### src/rtl/fx_mult_arb_pkg.sv
// Shared types and default sizing for the fixed-point multiplier arbiter.
package fx_mult_arb_pkg;

  typedef enum logic [1:0] {
    IDLE = 2'd0,
    MUL  = 2'd1,
    RESP = 2'd2
  } state_t;

  localparam int DEF_N    = 32;
  localparam int DEF_Q    = 15;
  localparam int DEF_NREQ = 4;

endpackage

### src/rtl/fx_mult.sv
// Combinational sign-magnitude Q-format multiplier, truncating.
// Optional FX_MULT_ARB_SATURATE_EN clamps the magnitude to all-ones on overflow.
module fx_mult #(
  parameter int N = 32,
  parameter int Q = 15
) (
  input  logic [N-1:0] a,
  input  logic [N-1:0] b,
  output logic [N-1:0] p,
  output logic         ovf
);

  logic [2*N-3:0] prod;
  logic           sign;
  logic [N-2:0]   mag;

  assign prod = {{(N-1){1'b0}}, a[N-2:0]} * {{(N-1){1'b0}}, b[N-2:0]};
  assign sign = a[N-1] ^ b[N-1];
  assign mag  = prod[N-2+Q:Q];
  assign ovf  = |prod[2*N-3:N-1+Q];

`ifdef FX_MULT_ARB_SATURATE_EN
  assign p = ovf ? {sign, {(N-1){1'b1}}} : {sign, mag};
`else
  // Overflow leaves the wrapped (truncated) magnitude in place.
  assign p = {sign, mag};
`endif

endmodule

### src/rtl/rr_arbiter.sv
// Combinational round-robin picker: first asserted request at or after ptr.
module rr_arbiter #(
  parameter int NREQ = 4,
  localparam int IDW = $clog2(NREQ)
) (
  input  logic [NREQ-1:0] req,
  input  logic [IDW-1:0]  ptr,
  output logic [NREQ-1:0] grant,
  output logic [IDW-1:0]  index,
  output logic            any
);

  always_comb begin
    grant = '0;
    index = '0;
    any   = 1'b0;
    for (int i = 0; i < NREQ; i++) begin
      if (!any && req[(int'(ptr) + i) % NREQ]) begin
        any                            = 1'b1;
        grant[(int'(ptr) + i) % NREQ]  = 1'b1;
        index                          = IDW'((int'(ptr) + i) % NREQ);
      end
    end
  end

endmodule

### src/rtl/fx_mult_arbiter.sv
// Round-robin sharing of one fx_mult among NREQ requesters; 3 cycles per product.
// Saturating overflow behaviour selected by FX_MULT_ARB_SATURATE_EN.
module fx_mult_arbiter
  import fx_mult_arb_pkg::*;
#(
  parameter int N    = DEF_N,
  parameter int Q    = DEF_Q,
  parameter int NREQ = DEF_NREQ,
  localparam int IDW = $clog2(NREQ)
) (
  input  logic              clk_i,
  input  logic              rst_n_i,
  input  logic [NREQ-1:0]   req_valid_i,
  output logic [NREQ-1:0]   req_ready_o,
  input  logic [NREQ*N-1:0] multiplicand_i,
  input  logic [NREQ*N-1:0] multiplier_i,
  output logic [NREQ-1:0]   resp_valid_o,
  output logic [N-1:0]      result_o,
  output logic              overflow_o,
  output logic [IDW-1:0]    grant_id_o,
  output logic              busy_o
);

  state_t          state, state_nxt;
  logic [IDW-1:0]  ptr;
  logic [N-1:0]    op_a, op_b;
  logic [NREQ-1:0] gnt;
  logic [IDW-1:0]  gnt_idx;
  logic            gnt_any;
  logic            accept;
  logic [N-1:0]    mul_p;
  logic            mul_ovf;

  rr_arbiter #(.NREQ(NREQ)) u_arb (
    .req   (req_valid_i),
    .ptr   (ptr),
    .grant (gnt),
    .index (gnt_idx),
    .any   (gnt_any)
  );

  fx_mult #(.N(N), .Q(Q)) u_mult (
    .a   (op_a),
    .b   (op_b),
    .p   (mul_p),
    .ovf (mul_ovf)
  );

  assign accept       = (state == IDLE) && gnt_any;
  assign req_ready_o  = (state == IDLE) ? gnt : '0;
  assign resp_valid_o = (state == RESP) ? (NREQ'(1) << grant_id_o) : '0;
  assign busy_o       = (state != IDLE);

  always_ff @(posedge clk_i or negedge rst_n_i) begin
    if (!rst_n_i) state <= IDLE;
    else          state <= state_nxt;
  end

  always_comb begin
    state_nxt = state;
    case (state)
      IDLE:    if (accept) state_nxt = MUL;
      MUL:     state_nxt = RESP;
      RESP:    state_nxt = IDLE;
      default: state_nxt = IDLE;
    endcase
  end

  always_ff @(posedge clk_i or negedge rst_n_i) begin
    if (!rst_n_i) begin
      ptr        <= '0;
      op_a       <= '0;
      op_b       <= '0;
      grant_id_o <= '0;
      result_o   <= '0;
      overflow_o <= 1'b0;
    end else begin
      if (accept) begin
        op_a       <= multiplicand_i[gnt_idx*N +: N];
        op_b       <= multiplier_i[gnt_idx*N +: N];
        grant_id_o <= gnt_idx;
        ptr        <= (gnt_idx == IDW'(NREQ-1)) ? '0 : gnt_idx + 1'b1;
      end
      // Result registers hold between transactions.
      if (state == MUL) begin
        result_o   <= mul_p;
        overflow_o <= mul_ovf;
      end
    end
  end

endmodule

### config.mk
export PLATFORM = sky130hd
export DESIGN_NAME = fx_mult_arbiter
export DESIGN_NICKNAME = d
export VERILOG_FILES = /design/src/rtl/fx_mult_arb_pkg.sv /design/src/rtl/fx_mult.sv /design/src/rtl/rr_arbiter.sv /design/src/rtl/fx_mult_arbiter.sv
export SDC_FILE = /design/constraint.sdc
export NUM_CORES = 2
export LEC_CHECK = 0
export CORE_ASPECT_RATIO = 1.5
export CORE_UTILIZATION = 33
export CTS_CLUSTER_DIAMETER = 100
export DETAILED_ROUTE_END_ITERATION = 6
export GPL_TIMING_DRIVEN = 0
export PLACE_DENSITY_LB_ADDON = 0.1
export SYNTH_ARGS = -nofsm -noshare
export SYNTH_HDL_FRONTEND = slang
export SYNTH_SLANG_ARGS = --single-unit
### constraint.sdc
create_clock -name clk_i -period 16.7 [get_ports clk_i]
set_input_delay 2.505 -clock clk_i [delete_from_list [all_inputs] [get_ports clk_i]]
set_output_delay 2.505 -clock clk_i [all_outputs]
set_load 0.05 [all_outputs]
==> summary.md <==
| Metric | Value |
|---|---|
| Run status | `finished, violations left` |
| Failing checks | `max-capacitance violations, max-slew violations` |
| Total GRT Usage | `32.25%` |
| Total wire length | `185.3 mm` |
| Reg clk slew, reported paths | `120 ps` |
| Root buffer cell | `clkbuf_16` |
| Antenna Nets Post-Route | `0` |
| Hold Vio Cnt, Final | `0` |
| Die height | `419.5 µm` |
| Met1 wire length | `64.17 mm` |
| Tmin final | `10080 ps` |
| Core ar. | `114900 µm²` |
| FF+latch count, synth | `103` |
| Site row count | `152` |
| RSZ-0062 raised after global routing | `false` |
| Startpoint types | `register` |
| Routed vias | `32200` |
| Fillers | `12160` |
| CTS sink count | `103` |
| Flop2flop setup slack | `6620 ps` |
| CP Max Fanout | `10` |
| Io pins | `306` |
| Gp weighted congestion | `1.040` |
| R2r startpoint | `op_b[7]` |
| Critical path startpoint | `op_b[7]` |
| DRC viols | `0` |
| Grt ovf | `0` |
| Crit Path Class | `register to register` |
| Met2 WL | `92.20 mm` |
| Max Root-Sink Buffers | `2` |
| DRT iter0 DRCs | `2294` |
| CTS Hold Bufs | `0` |
| Wire per inst | `29.89 µm` |
| Peak Freq | `0.09924 GHz` |
| Register area share after synthesis | `6.722%` |
| Commonest non-fill, non-tap cell in the layout | `inv_1` |
| Syn avg cell area | `8.874 µm²` |
| Vias in the first global route | `35050` |
| CTS tree | `yes` |
| RR Endpoint | `overflow_o` |
| First-pass GRT wire length | `260.1 mm` |
| Post-CTS setup buffers | `0` |
| Mapped Area | `38350 µm²` |
| Share of post-route cells with drive strength above 1 | `2.671%` |
| CP Data Arrival Time | `10370 ps` |
| Num CTS Buffers | `9` |
| Final Setup Violations | `0` |
| Critical Path End | `overflow_o` |
| Mapped Nets | `5679` |
| WHS | `500.3 ps` |
| Fraction of registers with async set/reset | `100.0%` |
| Tcrit/Tclk final | `60.34%` |
| Maxcap violations | `3` |
| Max Clock Skew | `19.73 ps` |
| Final setup TNS | `0 ps` |
| Worst path required time | `17000 ps` |
| Post-CTS sizing | `0` |
| Largest net degree at the start of global routing | `57` |
| Skew-Pair Late Insertion Delay | `430 ps` |
| Count of cell types in the netlist | `84` |
| Starting density of the core | `33.38%` |
| DR top layer | `met4` |
| Slew headroom | `-4.055%` |
| Initial DRT Pass Iterations | `5` |
| R2R depth | `24` |
| Crit. End Element | `register` |
| Synth warnings | `0` |
| Top_reg_cell synth | `dfrtp_1` |
| Vias/cell | `5.192` |
| Final net count | `5995` |
| Final slew viol count | `34` |
| Post-synth EDFFs | `0` |
| Slew @ Worst Pin | `1561 ps` |
| DIE AREA | `117600 µm²` |
| Input/output buffers | `304` |
| Initial antenna violation count | `28` |
| Synth Instances | `4321` |
| Area grow syn2layout | `14.01%` |
| Most frequent cells in the layout | `865 x inv_1, 836 x fa_1, 586 x and2_1` |
| Post-DP HPWL | `155.6 mm` |
| H-tree levels | `3` |
| Metal3 WL | `11.05 mm` |
| Class of the most critical hold timing path | `register to register` |
| Die width | `280.3 µm` |
cell usage after synthesis, types with 5 or more instances:
master | count | share of area [%]
a21oi_1 | 144 | 1.9
nand2_1 | 547 | 5.4
o211ai_1 | 6 | 0.12
nor2b_1 | 7 | 0.11
nand4_1 | 31 | 0.51
nor4_1 | 10 | 0.16
mux2_1 | 35 | 1.0
xnor2_1 | 25 | 0.57
buf_6 | 8 | 0.23
o21ai_0 | 76 | 0.99
xor2_1 | 18 | 0.41
mux2i_1 | 68 | 1.8
nor2_1 | 122 | 1.2
o21bai_1 | 10 | 0.20
and3_1 | 9 | 0.15
o22ai_1 | 5 | 0.082
nor3_1 | 18 | 0.23
nand3_1 | 20 | 0.26
and2_1 | 586 | 9.6
o21ai_1 | 75 | 0.98
clkbuf_1 | 217 | 2.1
o21a_1 | 9 | 0.18
a22oi_1 | 11 | 0.22
or3_1 | 5 | 0.082
inv_1 | 865 | 8.5
a221oi_1 | 6 | 0.14
fa_1 | 836 | 44
a21o_1 | 11 | 0.22
and4_1 | 6 | 0.14
a31oi_1 | 11 | 0.18
ha_1 | 260 | 8.5
mux2_2 | 32 | 0.94
dfrtp_1 | 103 | 6.7
nand2b_1 | 8 | 0.13
buf_2 | 38 | 0.50
sequential cells by signal, summed over array words and instances (netlist names), named ones only:
register    cells
state           2
op_b           32
grant_id_o      2
result_o       32
overflow_o      1
ptr             1
op_a           32
through the flow:
step                      setup slack, ps  util, %  area (µm²)  instances
after global placement               6834    37.71       43320       6165
final                                6624    38.06       43720       6202
after detailed placement             6879    37.73       43340       6166
after global routing                 6550    38.02       43680       6186
after CTS                            6856    38.02       43670       6182
after floorplan                      9568        -       38350       4321
worst max-delay path: stages (launching register included):
cell and delay (ps):
dfrtp_1 650, clkbuf_1 1020, and2_1 290, fa_1 460, fa_1 590, inv_1 60, fa_1 530, fa_1 520
inv_1 50, fa_1 640, fa_1 510, fa_1 500, fa_1 830, ha_1 320, buf_2 190, a21oi_1 270
o21ai_1 150, a21oi_1 680, o211ai_1 390, a32oi_1 330, mux2i_1 110, nor3_1 230, nand4_1 130, nor4_2 270
a31oi_1 170
logic make-up after synthesis:
group / synth area share [%]
and+or+nand+nor: 18.33
muxes: 3.860
adders and majority gates: 52.13
AOI/OAI and AO/OA: 6.500
buffers and inverters: 11.48
xor gates and xnor gates: 0.9821
DFF: 6.722
how the worst min path moves through the flow:
stage                       from            to  slack, ps  cells after the start
CTS                  result_o[0]   result_o[0]        500                      2
detailed placement  result_o[26]  result_o[26]        470                      2
finish              result_o[31]  result_o[31]        500                      2
floorplan               op_a[31]      op_a[31]        480                      2
global route        result_o[30]  result_o[30]        520                      2
global placement    result_o[31]  result_o[31]        460                      2
routing by layer:
layer  vias up  track usage (%)
li1      13660                -
met5         -                0
met3       476            4.404
met4         0            25.04
met1     16660            35.10
met2      1402            56.41
layout make-up:
| class | count | area, µm² | share of cell area, % |
|---|---|---|---|
| inverter | 866 | 3251 | 7.435 |
| sequential | 103 | 2577 | 5.896 |
| multi-input combinational | 3079 | 31370 | 71.75 |
| clock buffer | 9 | 225.2 | 0.5152 |
| tap | 1540 | 1927 | 4.407 |
| buffer | 273 | 1151 | 2.633 |
| antenna | 20 | 50.05 | 0.1145 |
| timing repair buffer | 305 | 3072 | 7.026 |
| clock inverter | 7 | 98.84 | 0.2261 |
Power is left out: the tool's default activity adds up to more than one toggle a clock period on the data nets, which glitch-free logic cannot reach.
